### config.mk
export PLATFORM = sky130hd
export DESIGN_NAME = uart_rx
export DESIGN_NICKNAME = d
export VERILOG_FILES = /design/src/rtl/uart_rx.sv
export SDC_FILE = /design/constraint.sdc
export NUM_CORES = 1
export LEC_CHECK = 0
export CAP_MARGIN = 10
export CORE_UTILIZATION = 30
export DETAILED_ROUTE_END_ITERATION = 10
export GPL_TIMING_DRIVEN = 0
export PLACE_DENSITY = 0.54
export SLEW_MARGIN = 20
export SYNTH_ARGS = -nofsm -noshare
export SYNTH_HDL_FRONTEND = slang
export SYNTH_SLANG_ARGS = --single-unit
export TNS_END_PERCENT = 50
### constraint.sdc
create_clock -name clk -period 2.09 [get_ports clk]
set_input_delay 0.418 -clock clk [delete_from_list [all_inputs] [get_ports clk]]
set_output_delay 0.418 -clock clk [all_outputs]
set_load 0.05 [all_outputs]
### src/rtl/uart_rx.sv
// 8N1 UART receiver: two-flop synchroniser, mid-bit sampling, valid/ready byte output
// with single-cycle framing-error and overrun pulses.
module uart_rx #(
    parameter int unsigned CLK_FREQ = 50000000,
    parameter int unsigned BAUD     = 115200
) (
    input  logic       clk,
    input  logic       rst,
    input  logic       rx_pin,
    output logic [7:0] rx_data,
    output logic       rx_valid,
    input  logic       rx_ready,
    output logic       frame_err,
    output logic       overrun,
    output logic       busy
);

    localparam int unsigned DIV  = CLK_FREQ / BAUD;
    localparam int unsigned HALF = DIV / 2;
    localparam int unsigned CW   = $clog2(DIV);

    localparam logic [CW-1:0] DIV_M1  = CW'(DIV - 1);
    localparam logic [CW-1:0] HALF_M1 = CW'(HALF - 1);

    typedef enum logic [1:0] {StIdle, StStart, StData, StStop} state_t;

    state_t        state;
    logic          sync1;
    logic          rxs;
    logic          rxs_d;
    logic [CW-1:0] cnt;
    logic [2:0]    bitidx;
    logic [7:0]    shift_reg;

    always_ff @(posedge clk or posedge rst) begin
        if (rst) begin
            sync1     <= 1'b1;
            rxs       <= 1'b1;
            rxs_d     <= 1'b1;
            state     <= StIdle;
            cnt       <= '0;
            bitidx    <= '0;
            shift_reg <= '0;
            rx_data   <= '0;
            rx_valid  <= 1'b0;
            frame_err <= 1'b0;
            overrun   <= 1'b0;
            busy      <= 1'b0;
        end else begin
            sync1     <= rx_pin;
            rxs       <= sync1;
            rxs_d     <= rxs;
            frame_err <= 1'b0;
            overrun   <= 1'b0;
            cnt       <= cnt + 1'b1;

            // A completing byte below may override this clear on the same edge.
            if (rx_valid && rx_ready) begin
                rx_valid <= 1'b0;
            end

            unique case (state)
                StIdle: begin
                    cnt <= '0;
                    if (rxs_d && !rxs) begin
                        state <= StStart;
                        busy  <= 1'b1;
                    end
                end
                StStart: begin
                    if (cnt == HALF_M1) begin
                        cnt <= '0;
                        if (!rxs) begin
                            state  <= StData;
                            bitidx <= '0;
                        end else begin
                            // Start bit gone by mid-bit: a glitch, not a frame.
                            state <= StIdle;
                            busy  <= 1'b0;
                        end
                    end
                end
                StData: begin
                    if (cnt == DIV_M1) begin
                        cnt               <= '0;
                        shift_reg[bitidx] <= rxs;
                        bitidx            <= bitidx + 3'd1;
                        if (bitidx == 3'd7) begin
                            state <= StStop;
                        end
                    end
                end
                StStop: begin
                    if (cnt == DIV_M1) begin
                        cnt   <= '0;
                        state <= StIdle;
                        busy  <= 1'b0;
                        if (!rxs) begin
                            frame_err <= 1'b1;
                        end else if (!rx_valid || rx_ready) begin
                            rx_data  <= shift_reg;
                            rx_valid <= 1'b1;
                        end else begin
                            overrun <= 1'b1;
                        end
                    end
                end
                default: begin
                    state <= StIdle;
                    busy  <= 1'b0;
                end
            endcase
        end
    end

endmodule

==> out/metrics.yaml <==
grt_use_met2_pct: 17.6
drc: 0
avgViaCountPerCell: 4.65
hold_violations: 0
grt_pass1_vias: 1148
ys_ff_latch: 37
critical_path_class: "flop to flop"
critPathLaunchType: "flop"
syn_nets: 154
grt_pass1_wl_mm: 5.27
h-tree-depth: 2
fin_area_um2: 2080
wl_mm: 3.00
placed_cell_area_um2: 1980
port_buffers: 15
setup_viol: 0
p_sw_share_pct: 20.7
netSwitchingPower_uw: 286
min_path_type: "flop to flop"
cts_hold_buf: 0
outcome: "complete, no violations"
final_nets: 176
routabilityCongestion: 0.770
clkTransAtPathRegs_ps: 70
post-route-min-period_ps: 1880
cts.repair.resized: 0
vias: 1112
pin_count: 16
grtUsageMet1_pct: 13.9
core.rowCount: 27
path_delay_family: "simple AND/OR/NAND/NOR gates"
drv_slew: 0
powerDensity_nw_per_um2: 665
synth-seq-area-share_pct: 53.6
ctsRootBufferMaster: "clkbuf_8"
dr.pass1.iters: 4
synthCells: 145
syn_avg_cell_area_um2: 12.0
worst_pin_slew_ps: 755
seq_power_share_pct: 53.1
grt_use_met3_pct: 3.84
endpoint_kind: "flop"
grt_usage_pct: 11.5
dp_hpwl_mm: 2.16
ys_warn_count: 0
coreArea_um2: 5540
tns_ps: 0
max-slew-margin-rel_pct: 49.6
cp_num_buf_inv: 1
grt_max_degree: 38
crit_arrival_ps: 2060
fmaxAchievable_ghz: 0.531
area_growth_syn_to_layout_pct: 19.8
die_x_um: 78.1
start_util_pct: 31.3
drtIter0Drc: 59
postCtsSetupRepairBufs: 0
top_usage_layer: "met2"
slowest_delay_ps: 400
worstSkewPairLatency_ps: 290
rsz0062_at_grt: "false"
maxCapViolations: 0
period_share_pct: 90.0
wl_per_cell_um: 12.5
diodes: 0
largest_reg_flops: 9
synth_edf_count: 0
timing.clock.skew_ps: 6.88
async_flop_share_pct: 100
worstPathRequired_ps: 2270
ctsLongestPathBuffers: 2
clkPwrFrac_pct: 42.3
die_h_um: 78.1
p_int_mw: 1.10
ant_nets: 0
antenna_found_initial: 0
tritoncts: "yes"
synth_ff_type: "dfrtp_1"
yosysUniqueCellTypes: 36
drive_gt1_share_pct: 21.6
path_max_fanout: 5
p_leak_nw: 0.879
die-area_um2: 6090
overflow: 0
crit_slowest_cell: "dfrtp_1"
path_cells: "inv_1 -> ha_1 -> and4_1 -> nand4_1 -> nor3_1 -> mux2_2"
combinationalPowerShare_pct: 4.6
synth_area_um2: 1740
cts_buffers: 5
ir_drop_v: 0.000337
clock_sinks: 37
[worst reg2reg max path, delay by kind of cell (launching register included)]
kind	cells	cell delay, ps
adders and majority gates	1	170
buffers and inverters	1	90
DFF	1	400
muxes	1	360
and+or+nand+nor	3	760
[worst paths after layout]
path	slack [ps]	from	to	depth (start not counted)
min in group asynchronous	580	rst	rx_data[1]	2
hold / removal	360	sync1	rxs	0
hold reg to reg	360	sync1	rxs	0
max in group asynchronous	1030	rst	frame_err	2
setup reg to reg	210	cnt[1]	shift_reg[1]	6
setup / recovery	210	cnt[1]	shift_reg[1]	6
[per-layer routing]
| metal | routed length (um) | share of wire [%] |
|---|---|---|
| met5 | 0 | 0 |
| met4 | 78 | 2.6 |
| met2 | 1390 | 46 |
| met3 | 121 | 4.0 |
| met1 | 1410 | 47 |
[stage by stage]
stage	total power [mW]	worst slack, ps	hold slack (ps)	util (%)	std cells
after detailed placement	0.814	115	352	35.7	232
final	1.38	208	361	37.5	239
after global placement	0.810	70.5	346	35.7	232
after global routing	1.46	79.5	365	37.5	239
after floorplan	0.791	445	345	-	145
after CTS	1.41	184	362	37.5	239
[cells in the final DEF (no fill, tap or decap), drive strengths merged, types with 2 or more instances in the layout]
master	count
nor2b	3
nand2	5
nor4b	2
inv	6
dfstp	3
dfrtp	34
ha	5
buf	2
mux2	17
o21ai	2
clkbuf	8
clkdlybuf4s50	15
nor3	4
xnor2	5
nand4	4
a21oi	3
nand2b	4
nand3	4
o2bb2ai	2
nor3b	3
nor2	20
xor2	2
mux2i	2
[power groups by stage]
stage	clock network, mW	registers [mW]	logic (mW)
global route	0.646	0.735	0.0740
global placement	0	0.747	0.0627
detailed placement	0	0.748	0.0659
CTS	0.609	0.734	0.0658
finish	0.584	0.734	0.0636
floorplan	0	0.746	0.0458
[logic make-up after synthesis]
logic type | after synthesis | share of synthesized area (%)
compound gates | 12 | 5.84
xor+xnor | 7 | 3.53
buf+inv | 11 | 3.03
mux | 19 | 12.4
flops | 37 | 53.6
simple gates | 54 | 18.0
fa+ha+maj | 5 | 3.60
[synthesized netlist by cell type, drive strengths merged, types with 2 or more instances]
| cell | n | area share [%] |
|---|---|---|
| dfrtp | 34 | 49 |
| nor2 | 20 | 4.8 |
| nand2b | 4 | 1.4 |
| clkbuf | 3 | 0.65 |
| inv | 6 | 1.3 |
| a21oi | 3 | 0.86 |
| mux2i | 2 | 1.2 |
| nand3 | 4 | 1.2 |
| ha | 5 | 3.6 |
| nor3b | 3 | 1.3 |
| xor2 | 2 | 1.0 |
| nor4b | 2 | 2.2 |
| dfstp | 3 | 4.5 |
| o2bb2ai | 2 | 1.0 |
| o21ai | 2 | 0.58 |
| xnor2 | 5 | 2.5 |
| mux2 | 17 | 11 |
| nor2b | 3 | 1.1 |
| buf | 2 | 1.1 |
| nand2 | 5 | 1.1 |
| nor3 | 4 | 1.2 |
| nand4 | 4 | 1.4 |
[cell type report]
type	count	area [um^2]
Timing Repair Buffer	15	150
Tap cell	72	90.1
Sequential cell	37	930
Inverter	6	22.5
Clock inverter	2	35.0
Multi-Input combinational cell	97	753
Fill cell	565	3460
Buffer	5	30.0
Clock buffer	5	68.8
Note: power is estimated with default switching activity, not from simulation.
